===== src/rtl/misr_pkg.sv =====
// Shared MISR types, default constants and the compaction step function.
// Optional scan support lives in misr_core/misr_sig under MISR_SCAN_EN.
package misr_pkg;

    localparam int MISR_MAX_W = 64;

    localparam logic [7:0] MISR_DEFAULT_POLY = 8'hB8;
    localparam logic [7:0] MISR_DEFAULT_SEED = 8'h00;

    typedef enum logic [1:0] {
        IDLE = 2'd0,
        RUN  = 2'd1,
        DONE = 2'd2
    } misr_state_e;

    // Operands are zero-extended to MISR_MAX_W; msbIdx selects the feedback stage
    // and the caller keeps only the low WIDTH bits of the result.
    function automatic logic [MISR_MAX_W-1:0] misrNext(
        input logic [MISR_MAX_W-1:0] s,
        input logic [MISR_MAX_W-1:0] d,
        input logic [MISR_MAX_W-1:0] poly,
        input logic [5:0]            msbIdx
    );
        logic msb;
        msb = s[msbIdx];
        return {s[MISR_MAX_W-2:0], 1'b0} ^ d ^
               ({poly[MISR_MAX_W-1:1], 1'b1} & {MISR_MAX_W{msb}});
    endfunction

endpackage


===== src/rtl/misr_core.sv =====
// WIDTH-bit signature register with load / compact / hold control.
// With MISR_SCAN_EN defined the register also shifts serially while scan_en_i is high.
module misr_core
    import misr_pkg::*;
#(
    parameter int               WIDTH = 8,
    parameter logic [WIDTH-1:0] POLY  = WIDTH'(MISR_DEFAULT_POLY),
    parameter logic [WIDTH-1:0] SEED  = WIDTH'(MISR_DEFAULT_SEED)
) (
    input  logic             clk,
    input  logic             reset,
    input  logic             load_i,
    input  logic             compact_i,
    input  logic [WIDTH-1:0] resp_i,
`ifdef MISR_SCAN_EN
    input  logic             scan_en_i,
    input  logic             scan_in_i,
`endif
    output logic [WIDTH-1:0] signature_o,
    output logic [WIDTH-1:0] next_o
);

    logic [WIDTH-1:0]      sig_q;
    logic [WIDTH-1:0]      sig_d;
    logic [MISR_MAX_W-1:0] wideNext;
    logic                  unusedWideBits;

    assign wideNext = misrNext(MISR_MAX_W'(sig_q), MISR_MAX_W'(resp_i),
                               MISR_MAX_W'(POLY), 6'(WIDTH - 1));
    assign next_o         = wideNext[WIDTH-1:0];
    assign unusedWideBits = ^wideNext;

    // Later assignments take priority: scan shift over load over compaction.
    always_comb begin
        sig_d = sig_q;
        if (load_i) begin
            sig_d = SEED;
        end else if (compact_i) begin
            sig_d = next_o;
        end
`ifdef MISR_SCAN_EN
        if (scan_en_i) begin
            sig_d = {sig_q[WIDTH-2:0], scan_in_i};
        end
`endif
    end

    always_ff @(posedge clk or posedge reset) begin
        if (reset) begin
            sig_q <= SEED;
        end else begin
            sig_q <= sig_d;
        end
    end

    assign signature_o = sig_q;

endmodule


===== src/rtl/misr_sig.sv =====
// MISR session controller: IDLE/RUN/DONE FSM, response counter and golden compare.
// Define MISR_SCAN_EN to add the scan_en/scan_in/scan_out serial access ports.
module misr_sig
    import misr_pkg::*;
#(
    parameter int               WIDTH  = 8,
    parameter logic [WIDTH-1:0] POLY   = WIDTH'(MISR_DEFAULT_POLY),
    parameter logic [WIDTH-1:0] SEED   = WIDTH'(MISR_DEFAULT_SEED),
    parameter int               NPAT   = 255,
    parameter logic [WIDTH-1:0] GOLDEN = '0
) (
    input  logic                        clk,
    input  logic                        reset,
    input  logic                        start,
    input  logic                        resp_valid,
    input  logic [WIDTH-1:0]            resp,
`ifdef MISR_SCAN_EN
    input  logic                        scan_en,
    input  logic                        scan_in,
    output logic                        scan_out,
`endif
    output logic                        busy,
    output logic                        done,
    output logic                        pass,
    output logic [WIDTH-1:0]            signature,
    output logic [$clog2(NPAT+1)-1:0]   pat_cnt
);

    localparam int                CNT_W    = $clog2(NPAT + 1);
    localparam logic [CNT_W-1:0]  LAST_CNT = CNT_W'(NPAT - 1);

    misr_state_e       state_q;
    misr_state_e       state_d;
    logic [CNT_W-1:0]  cnt_q;
    logic [CNT_W-1:0]  cnt_d;
    logic              pass_q;
    logic              pass_d;
    logic              busy_q;
    logic              done_q;
    logic              loadSig;
    logic              compactSig;
    logic              scanHold;
    logic [WIDTH-1:0]  nextSig;

`ifdef MISR_SCAN_EN
    assign scanHold = scan_en;
    assign scan_out = signature[WIDTH-1];
`else
    assign scanHold = 1'b0;
`endif

    misr_core #(
        .WIDTH (WIDTH),
        .POLY  (POLY),
        .SEED  (SEED)
    ) u_core (
        .clk         (clk),
        .reset       (reset),
        .load_i      (loadSig),
        .compact_i   (compactSig),
        .resp_i      (resp),
`ifdef MISR_SCAN_EN
        .scan_en_i   (scan_en),
        .scan_in_i   (scan_in),
`endif
        .signature_o (signature),
        .next_o      (nextSig)
    );

    // A response arriving together with start in IDLE/DONE is dropped: only the reload happens.
    always_comb begin
        state_d    = state_q;
        cnt_d      = cnt_q;
        pass_d     = pass_q;
        loadSig    = 1'b0;
        compactSig = 1'b0;
        if (!scanHold) begin
            case (state_q)
                IDLE, DONE: begin
                    if (start) begin
                        state_d = RUN;
                        cnt_d   = '0;
                        pass_d  = 1'b0;
                        loadSig = 1'b1;
                    end
                end
                RUN: begin
                    if (resp_valid) begin
                        compactSig = 1'b1;
                        cnt_d      = cnt_q + CNT_W'(1);
                        if (cnt_q == LAST_CNT) begin
                            state_d = DONE;
                            pass_d  = (nextSig == GOLDEN);
                        end
                    end
                end
                default: begin
                    state_d = IDLE;
                end
            endcase
        end
    end

    always_ff @(posedge clk or posedge reset) begin
        if (reset) begin
            state_q <= IDLE;
            cnt_q   <= '0;
            pass_q  <= 1'b0;
            busy_q  <= 1'b0;
            done_q  <= 1'b0;
        end else begin
            state_q <= state_d;
            cnt_q   <= cnt_d;
            pass_q  <= pass_d;
            busy_q  <= (state_d == RUN);
            done_q  <= (state_d == DONE);
        end
    end

    assign busy    = busy_q;
    assign done    = done_q;
    assign pass    = pass_q;
    assign pat_cnt = cnt_q;

endmodule


===== config.mk =====
export PLATFORM = sky130hd
export DESIGN_NAME = misr_sig
export DESIGN_NICKNAME = d
export VERILOG_FILES = /design/src/rtl/misr_pkg.sv /design/src/rtl/misr_core.sv /design/src/rtl/misr_sig.sv
export SDC_FILE = /design/constraint.sdc
export NUM_CORES = 1
export LEC_CHECK = 0
export ABC_AREA = 1
export CORE_ASPECT_RATIO = 1.5
export CORE_UTILIZATION = 45
export DETAILED_ROUTE_END_ITERATION = 8
export PLACE_DENSITY = 0.85
export SYNTH_ARGS = -nofsm -noshare
export SYNTH_HDL_FRONTEND = slang
export SYNTH_SLANG_ARGS = --single-unit

===== constraint.sdc =====
create_clock -name clk -period 1.7 [get_ports clk]
set_input_delay 0.425 -clock clk [delete_from_list [all_inputs] [get_ports clk]]
set_output_delay 0.425 -clock clk [all_outputs]
set_load 0.02 [all_outputs]

* After elaboration in Yosys (flattened, before gate mapping)
Cells that the tools add are included.
Word-level totals: flip-flop bits (word level) 21, input port bits 12, output and inout port bits 19, word-level logic and storage cells 41
Cells by class: $add $sub $neg 1, eq/ne operators 8, multiplexer cells 17, bitwise logic cells 2, reductions and logical operators 7
Operators by type and width (number):
- two-way mux 8 bit | 4
- case mux 8 bit (2 select lines) | 1
- XOR 8 bit | 2
- adder 8 x 1 -> 8 bit (second input constant) | 1
- equality test 8 bit (second input constant) | 1
- zero test 8 bit | 1
- two-way mux 1 bit | 7
- two-way mux 2 bit | 3
- != test 2 bit (second input constant) | 3
- equality test 2 x 1 -> 1 bit (second input constant) | 2
- equality test 2 bit (second input constant) | 2
- case mux 2 bit (2 select lines) | 1
- AND reduction 4 bit | 1
- nonzero test 2 bit | 2
- AND reduction 3 bit | 1
- zero test 2 bit | 1
- case mux 1 bit (2 select lines) | 1
- OR reduction 2 bit | 1

* Longest topological paths before layout
word-level depth 6, mapped depth 9, gate-level depth less buffers 9

* By module
A second synthesis with hierarchy kept.
Unflattened totals: cells, all modules 177, area, all modules 1262.5 µm²
Modules (own cells, without submodules):
- misr_sig | times used 1, cells an instance 99, area each 740.7 µm², seq. area each 325.3 µm²
- misr_core | times used 1, cells an instance 78, area each 521.8 µm², seq. area each 200.2 µm²

* Least setup slack after synthesis
No wires, ideal clock.
path type reg-to-reg, start register cnt_q[0], in the netlist pat_cnt[0], end register pass_q, in the netlist pass, setup time 0.117 ns, arrival time 1.232 ns, data required time 1.583 ns, slack 0.351 ns, stages on the path, launching flop included 10, buffers on the path 0, clock period less this slack 1.349 ns, path through dfrtp_1 inv_1 ha_1 nand2_1 nor2_1 nand3_1 a21oi_1 inv_1 nand2_1 nand2_1
On the way: longest elaborated chain between the ends 3
RTL lines:
- from (decl) | RTL line misr_sig.sv:34 | logic [CNT_W-1:0] cnt_q;
- from (signal assigned) | RTL line misr_sig.sv:113 | cnt_q <= cnt_d;
- equality test 8 bit | RTL line misr_sig.sv:91 | if (cnt_q == LAST_CNT) begin
- != test 2 bit (no line)
- AND reduction 4 bit (no line)
- to (signal assigned) | RTL line misr_sig.sv:114 | pass_q <= pass_d;
- to (decl) | RTL line misr_sig.sv:36 | logic pass_q;
No other way between the ends. A chain may end at the register's enable or synchronous reset.

* Worst setup path in the final report
start register done_q, in the netlist done, end output port done
RTL lines:
- from (decl) | RTL line misr_sig.sv:39 | logic done_q;
- from (signal assigned) | RTL line misr_sig.sv:116 | done_q <= (state_d == DONE);
- to (decl) | RTL line misr_sig.sv:23 | output logic done,
No word-level cell between the ends.

==> Implementation_results.wiki <==
{| class="wikitable"
! Metric !! Value
|-
| Outcome || finished, violations left
|-
| Violated checks || DRC
|-
| H-tree Lvls || 1
|-
| Cell depth of the worst flop-to-flop path || 9
|-
| Violation count after the first detailed-routing iteration || 17
|-
| Number of sinks on the clock net || 21
|-
| I/O pin cnt || 31
|-
| Peak VDD IR || between 800 and 900 µV
|-
| Total global routing track utilization || 21.8%
|-
| Final Core Density || 62.4%
|-
| Post-route setup TNS || 0 ns
|-
| Total number of vias || 1,134
|-
| DR vias/cell || 5.30
|-
| Syn Std Cell Area || 0.00117 mm²
|-
| Clk root buf || clkbuf_4
|-
| Commonest cells after routing, fill and taps aside || 49 x nand2_1, 22 x inv_1, 21 x dfrtp_1, 16 x dlygate4sd2_1, 13 x nand3_1
|-
| Crit-path max cell delay || 0.60 ns
|-
| TritonCTS clock tree || built
|-
| Final WL || 2770 µm
|-
| Total DRC errors in the routed layout || 3
|-
| Number of standard cells in the layout, taps in and fillers out || around 210
|-
| # rows || 22
|-
| Cell count after synthesis || 153
|-
| Maximum clock path buffer count || 2
|-
| Initial cell density of the core || 47.9%
|-
| Number of slew-limit violations in the final report || 0
|-
| Fmax achieved || 604 MHz
|-
| Largest net degree at the start of global routing || 22
|-
| Total congestion overflow after global routing || 0
|-
| Proportion of total power due to net switching || 46.2%
|-
| Share of total power in sequential cells || 36.8%
|-
| Series of cell instances along the critical path || clkdlybuf4s50_1
|-
| Layout cell share with drive strength beyond 1 || 8.95%
|-
| Arrival time of the worst setup path || 1.23 ns
|-
| Cell types occupying the most area after synthesis || dfrtp_1 45%, nand2_1 16%, inv_1 7.0%
|-
| Setup Viol. Count Final || 0
|-
| Detailed-routing iteration count for the pre-antenna-repair pass || 6
|-
| Number of max-cap violations || 0
|-
| Final standard cell area without fillers || 0.00153 mm²
|-
| Number of warning messages in the yosys log || 0
|-
| Worst clock skew on the final layout || 0.00151 ns
|-
| Filler cell count || 208
|-
| Final worst path period need || 1.66 ns
|-
| Type of the worst min-delay path || primary input to asynchronous set/reset pin
|-
| Port bufs || 30
|-
| Count of flip-flops with a built-in enable after synthesis || 0
|-
| Via count of the first global-routing pass || 1,114
|-
| Kind of cell adding the most delay to the critical path || buffers and inverters
|-
| Share of the clock period used by the worst path after layout || 97.4%
|-
| WL/cell || approximately 13 µm
|-
| Number of buffer and inverter instances along the worst setup path || 1
|-
| Dominant register cell in the synthesized netlist || dfrtp_1
|-
| Final net count || approximately 210
|-
| Register bit count reported by yosys || 21
|-
| Library cell contributing the largest single delay on the critical path || clkdlybuf4s50_1
|-
| Synthesized area per cell || 7.66 µm²
|-
| Critical Path Source Type || flop
|-
| Proportion of netlist area held by the largest area contributor || 44.8%
|-
| Leading cell type in the layout, fill and taps excluded || nand2_1
|-
| Hpwl dp || 2140 µm
|-
| Placer's final routability congestion estimate || 0.868
|-
| Sequential share of the synthesized area || 44.8%
|-
| Kind of critical path || flop to output port
|-
| Measured slew at the worst slew-check pin || 0.257 ns
|-
| Antenna Nets Post-Route || 0
|-
| Internal power component || 1.22 mW
|-
| Clock-pin slew of the registers on the worst-case setup and hold paths || 0.11 ns
|-
| Wire length of the first global-routing pass || 4740 µm
|-
| Horizontal die dimension || 43.7 µm
|-
| Antenna cells || 0
|-
| Unrepaired setup endpoints after global routing || no
|-
| Worst path depth || 1
|-
| Max Fanout on Critical Path || 1
|-
| Post-synthesis cell type count || 21
|-
| Endpoint type of the worst setup path || output port
|-
| Combinational share of power || 52.7%
|-
| Library cell with the largest summed area after synthesis || dfrtp_1
|-
| Total CTS buffers || 3
|-
| Async S/R FF share, synth || between 90% and 100%
|-
| Slew margin rel. || 82.7%
|-
| Number of hold buffers added after cts || 0
|-
| Initial antenna violation count || 0
|-
| Leakage Power || 0.812 nW
|-
| Proportion of power drawn by the clock network || 10.4%
|-
| Y dimension of the die || 64.5 µm
|-
| Area after DPL || about 0.0015 mm²
|-
| Net switching power figure || 1.04 mW
|-
| Growth of design area from synthesis to finish || 30.4%
|-
| Pwr Density || 1480 mW/mm²
|-
| Core region area || 0.00245 mm²
|-
| Clock insertion delay at the later pin of the skew report || about 0.3 ns
|-
| Die Area || 0.00282 mm²
|-
| Required time of the critical path || ~1.3 ns
|-
| Final hold violation count || 0
|-
| Number of placed cells counting well taps || 210
|-
| Synthesized Nets || 167
|}
-- synth_stat cells, types with 2 or more instances --
library cell and instances:
a21oi_1 2, inv_1 22, nor2_1 10, nand2_1 49, nor3_1 2, o21a_1 2, o22ai_1 6, nand3_1 13
xnor2_1 4, buf_6 2, inv_2 2, dfrtp_1 21, nand2_2 2, ha_1 2, nor2_4 2, o21ai_1 3
o21ai_0 5
-- stage by stage --
stage	hold slack [ns]	setup slack [ns]	total power, mW
2_1_floorplan	0.402	0.351	1.60
3_3_place_gp	0.473	0.112	2.09
3_5_place_dp	0.477	0.0118	2.15
4_1_cts	0.452	0.00947	2.27
5_1_grt	0.468	0.00540	2.44
6_report	0.446	0.0448	2.26
-- power groups by stage --
stage / logic, mW / registers (mW) / clock network, mW
2_1_floorplan: 0.557 / 1.04 / 0
3_3_place_gp: 1.26 / 0.831 / 0
3_5_place_dp: 1.30 / 0.846 / 0
4_1_cts: 1.20 / 0.832 / 0.240
5_1_grt: 1.32 / 0.859 / 0.260
6_report: 1.19 / 0.832 / 0.236
-- metal layers --
metal | part of all wire, % | wire (µm) | global-route usage (%) | vias up
met2 | 54 | 1490 | 39.2 | 39
li1 | - | - | - | 556
met3 | 5.5 | 152 | 2.23 | 0
met4 | 0 | 0 | 7.42 | 0
met1 | 41 | 1130 | 26.1 | 539
met5 | 0 | 0 | 0 | -
-- cell families after synthesis --
kind of cell / share of synthesized area, %
simple gates: 30.6
xor+xnor: 2.99
buf+inv: 9.61
flops: 44.8
compound gates: 9.82
fa+ha+maj: 2.13
-- sequential cells by signal, summed over array words and instances, names as in the netlist --
register,cells
busy,1
pass,1
pat_cnt,8
done,1
state_q,2
u_core.signature_o,8
-- worst paths after layout --
check / startpoint / slack (ns) / end
max: done / 0.04 / done
min: reset / 0.45 / u_core.signature_o[3]
max reg2reg: pat_cnt[0] / 0.30 / pass
min reg2reg: pass / 0.50 / pass
max in group asynchronous: reset / 1.04 / u_core.signature_o[5]
min in group clk: pass / 0.50 / pass
-- area by class of cell --
| type | count | area [µm²] | share of cell area, % |
|---|---|---|---|
| repair buffers | 35 | 323 | 21.1 |
| multi-input cells | 106 | 534 | 34.9 |
| flip-flops and latches | 21 | 526 | 34.4 |
| inverters | 24 | 90.1 | 5.89 |
| clock buffers | 4 | 26.3 | 1.72 |
| well taps | 24 | 30.0 | 1.96 |
-- repair_timing --
item,CTS,global route
hold endpoints to repair,0,0
setup buffers,0,0
resized for setup,16,2
endpoints found under the setup margin,16,2
(Power assumes the default switching activity.)
==> RTL edit 1 (same flow settings) <==
Add a define of `MISR_SCAN_EN`.
--- a/src/rtl/misr_core.sv
+++ b/src/rtl/misr_core.sv
@@ -1,4 +1,6 @@
 // WIDTH-bit signature register with load / compact / hold control.
 // With MISR_SCAN_EN defined the register also shifts serially while scan_en_i is high.
+`define MISR_SCAN_EN
+
 module misr_core
     import misr_pkg::*;
Ports: changed (added scan_en, scan_in and scan_out); port bits go from 31 to 34. No check against the original RTL was run, so the function may have changed too.
==> RTL edit 1 against the original RTL <==
- area after synthesis is 23% higher
- cell area is 25% higher
- wire length is 14% higher
- sequential cell count stayed put
- count of clock-buffer cells in the layout stayed put
- total power is 11% lower
- worst setup slack worse by 6.3 ps
- sequential power is 13% lower
==> RTL edit 1: results (changes against the original RTL) <==
postcts setup bufs=0 (unchanged); post-synthesis sequential area ratio=36.4% (-8.5 points); Rel. slew slack=81.5% (-1.2 points); Inst Count DP=281 (+34%); Root Buffer=clkbuf_8; top cells by area, synth=dfrtp_1, nand2_1, a21oi_2; CP max stage cell=clkdlybuf4s50_1; vias per cell=4.98 (-6.1%); worst-skew pair later-pin latency=260 ps (-40 ps); WL final=3140 microns (+14%); delay-heaviest family, CP=buffers and inverters; H-tree depth=1 (unchanged); GR Util All Layers=21.0% (-0.79 points); DRC=0 (-3); ant diodes=0 (unchanged); Int Power=1.18 mW (-2.8%); Worst Clk Skew=5.35 ps (+3.84 ps); drt pass-1 iters=5 (-1); first-pass GRT wire length=5260 microns (+11%); number of global-route vias before repair=1297 (+16%); synthesized instance count=204 (+33%); largest net degree at the start of global routing=22 (unchanged); max incr delay on CP=610 ps; fraction of layout instances using a drive strength above 1=17.5% (+8.5 points); Final GP Congestion=0.797 (-8.2%); main flop type after synthesis=dfrtp_1; fraction of registers with async set/reset=100% (unchanged); Post-DP Area=1870 sq um (+23%); IR Drop Worst-Case VDD=0.712 mV (-15%); Layout Cells excl Fill=285 (+33%); syn nets=220 (+32%); port bufs=33 (+10%); Synth top cells by count=nand2_1, inv_1, dfrtp_1; HP Class=in2async; Leakage=1.01 nW (+24%); Yosys warnings=0 (unchanged); number of nets in the layout=263 (+28%); run status=complete, no violations; Worst-path clk slew=80 ps (-30 ps); hpwl dp=2450 microns (+14%); initial DRC count=29 (+12); initial antenna violation count=0 (unchanged); CTS buffer count=3 (unchanged); synth unique cells=23 (+9.5%); fillers=267 (+28%); GR Overflow Total=0 (unchanged); crit path max fanout=2 (+1); maximum buffer depth of the clock tree=2 (unchanged); CP arrival=1240 ps; r2r setup slk=320 ps (+20 ps)
RTL edit 1: worst paths after layout:
kind | startpoint | to | cells after the start
setup / recovery | u_core.signature_o[4]$_DFFE_PP0P_ | signature[4] | 1
hold / removal | reset | pat_cnt[4]$_DFFE_PP0P_ | 3
setup reg to reg | pat_cnt[0]$_DFFE_PP0P_ | pass$_DFFE_PP0P_ | 10
hold reg to reg | pass$_DFFE_PP0P_ | pass$_DFFE_PP0P_ | 2
max in group asynchronous | reset | u_core.signature_o[5]$_DFFE_PP0P_ | 3
min in group clk | pass$_DFFE_PP0P_ | pass$_DFFE_PP0P_ | 2
RTL edit 1: metrics by stage:
stage | setup slack (ps) | hold slack [ps]
global placement | 41.5 | 482
CTS | 17.8 | 503
detailed placement | 22.5 | 471
floorplan | 352 | 402
global route | 10.1 | 518
finish | 38.4 | 490
RTL edit 1: cells by family after synthesis:
group / share of synthesized area (%)
AOI/OAI and AO/OA: 12.4
xor gates and xnor gates: 1.21
adders and majority gates: 1.73
buffers and inverters: 9.96
DFF: 36.4
and+or+nand+nor: 38.4
RTL edit 1: routing by layer:
layer  vias up  track usage [%]  share of wire (%)
met5         -                0                  0
met4         0             9.57                1.9
met3         5             3.02                2.8
met2        36             35.7                 53
met1       647             24.4                 42
li1        730                -                  -
RTL edit 1: power by group through the flow:
| stage | Clock, mW | Sequential (mW) | Combinational (mW) |
|---|---|---|---|
| after detailed placement | 0 | 0.739 | 1.00 |
| after CTS | 0.336 | 0.729 | 0.960 |
| after floorplan | 0 | 0.877 | 0.449 |
| final | 0.332 | 0.723 | 0.946 |
| after global placement | 0 | 0.737 | 0.983 |
| after global routing | 0.362 | 0.745 | 1.05 |
RTL edit 1: area by class of cell:
| type | count | area [sq um] | share of cell area, % |
|---|---|---|---|
| Multi-Input combinational cell | 150 | 776 | 40.6 |
| Sequential cell | 21 | 526 | 27.5 |
| Timing Repair Buffer | 42 | 408 | 21.3 |
| Inverter | 29 | 109 | 5.69 |
| Tap cell | 39 | 48.8 | 2.55 |
| Clock buffer | 4 | 45.0 | 2.36 |
RTL edit 1: what timing repair did:
action,in CTS,in global routing
resized for setup,10,4
hold endpoints to repair,0,0
endpoints found under the setup margin,10,4
==> RTL edit 2 (same flow settings) <==
Without the edit above. Re-encode `misr_state_e` (3 states) as one-hot, 3 bits wide.
--- a/src/rtl/misr_pkg.sv
+++ b/src/rtl/misr_pkg.sv
@@ -8,8 +8,8 @@
     localparam logic [7:0] MISR_DEFAULT_SEED = 8'h00;
 
-    typedef enum logic [1:0] {
-        IDLE = 2'd0,
-        RUN  = 2'd1,
-        DONE = 2'd2
+    typedef enum logic [2:0] {
+        IDLE = 3'b001,
+        RUN  = 3'b010,
+        DONE = 3'b100
     } misr_state_e;
 
Function: no difference found for any inputs over 10 cycles, from zero or initial values and one cycle with reset high; not proved beyond that.
==> RTL edit 2 against the original RTL <==
- area after synthesis is 18% higher
- total power up 15%
- cell area is 19% higher
- worst setup slack improved by 0.91 ps
- highest routed layer is now met4
- final cell count grew 14%
- die area increased by 17%
- clock power grew 39%
- hold slack improved by 45 ps
- via count up 5.6%
- wire length shrank 3.8%
- first-iteration DRC count is 88% higher
- combinational power is 22% higher
- sequential cell count up 1
- non-clock buffer count rose by 3
==> RTL edit 2: results (changes against the original RTL) <==
largest net degree at the start of global routing=23 (+4.5%); ant diodes=0 (unchanged); initial DRC count=32 (+15); CP max stage cell=clkdlybuf4s50_1; postcts setup bufs=0 (unchanged); M2 GR Usage=29.2% (-10 points); port bufs=30 (unchanged); vias=1198 (+5.6%); H-tree depth=1 (unchanged); Rel. slew slack=76.1% (-6.6 points); maximum buffer depth of the clock tree=2 (unchanged); fraction of layout instances using a drive strength above 1=20.9% (+12 points); fraction of registers with async set/reset=100% (unchanged); max incr delay on CP=610 ps; number of global-route vias before repair=1086 (-2.5%); initial antenna violation count=0 (unchanged); run status=complete, no violations; delay-heaviest family, CP=buffers and inverters; met1 Use GR=23.5% (-2.7 points); CP arrival=1230 ps (about the same); top cells by area, synth=dfrtp_1, nand2_1, inv_1; drt pass-1 iters=4 (-2); number of nets in the layout=221 (+7.8%); hpwl dp=2080 microns (-2.5%); Leakage=0.989 nW (+22%); WL/cell=10.9 microns (-16%); Final GP Congestion=0.795 (-8.4%); Worst Clk Skew=4.59 ps (+3.08 ps); Synth top cells by count=nand2_1, dfrtp_1, inv_1; CTS buffer count=3 (unchanged); post-synthesis sequential area ratio=39.9% (-4.9 points); Worst-path clk slew=80 ps (-30 ps); GR Util met3=3.10% (+0.87 points); Root Buffer=clkbuf_8; synth unique cells=30 (+43%); crit path max fanout=2 (+1); fillers=266 (+28%); syn nets=181 (+8.4%); worst-skew pair later-pin latency=260 ps (-40 ps); GR Util All Layers=18.3% (-3.5 points); Yosys warnings=0 (unchanged); IR Drop Worst-Case VDD=0.940 mV (+13%); HP Class=in2async; first-pass GRT wire length=4440 microns (-6.4%)
==> RTL edit 2: changes by cell type after synthesis, sizes merged, moves of 3 or more <==
cell,change
o21ai,+8
nand3,+3
a21oi,+4
o22ai,-4
==> RTL edit 2: metal layers <==
layer / routed length (microns) / vias to the layer above
met3: 57 / 5
met5: 0 / -
li1: - / 613
met1: 1160 / 557
met2: 1400 / 23
met4: 42 / 0
==> RTL edit 2: worst paths after layout <==
kind	cells after the start	slack, ps	to	startpoint
max	1	50	signature[7]	u_core.signature_o[7]$_DFFE_PP0P_
min	3	490	u_core.signature_o[0]$_DFFE_PP0P_	reset
max reg2reg	9	210	u_core.signature_o[0]$_DFFE_PP0P_	state_q[2]$_DFF_PP0_
min reg2reg	2	500	pass$_DFFE_PP0P_	pass$_DFFE_PP0P_
max in group asynchronous	3	920	state_q[0]$_DFF_PP1_	reset
min in group clk	2	500	pass$_DFFE_PP0P_	pass$_DFFE_PP0P_
==> RTL edit 2: cells by family after synthesis <==
group	synth area share [%]
simple gates	34.1
flops	39.9
buf+inv	9.95
fa+ha+maj	1.81
xor+xnor	3.17
compound gates	11.0
==> RTL edit 2: final cells by class <==
class / count / area share, %
multi-input combinational: 117 / 38.1
sequential: 22 / 30.3
timing repair buffer: 38 / 21.0
inverter: 25 / 5.43
tap: 39 / 2.68
clock buffer: 4 / 2.47
==> RTL edit 2: power by group <==
group | switching [mW] | total [mW] | internal [mW] | leakage (nW)
Combinational | 0.866 | 1.45 | 0.585 | 0.672
Clock | 0.161 | 0.328 | 0.167 | 0.0228
Sequential | 0.115 | 0.811 | 0.695 | 0.295
==> RTL edit 2: tightest hold or removal path, stage by stage <==
cell             delay, ps
clkdlybuf4s50_1        390
inv_1                   50
buf_4                  280
==> RTL edit 2: what timing repair did <==
action / CTS / global route
hold buffers: 0 / 0
resized for setup: 6 / 7
hold endpoints to repair: 0 / 0
endpoints found under the setup margin: 6 / 7
==> RTL edit 2: stage by stage <==
step                cell area (sq um)  worst slack [ps]  instances  utilization (%)
floorplan                        1380               350        167                -
global placement                 1770              33.2        241             60.6
detailed placement               1770              22.0        241             60.6
CTS                              1800              1.71        245             61.9
global route                     1820              11.5        245             62.5
finish                           1820              45.7        245             62.5
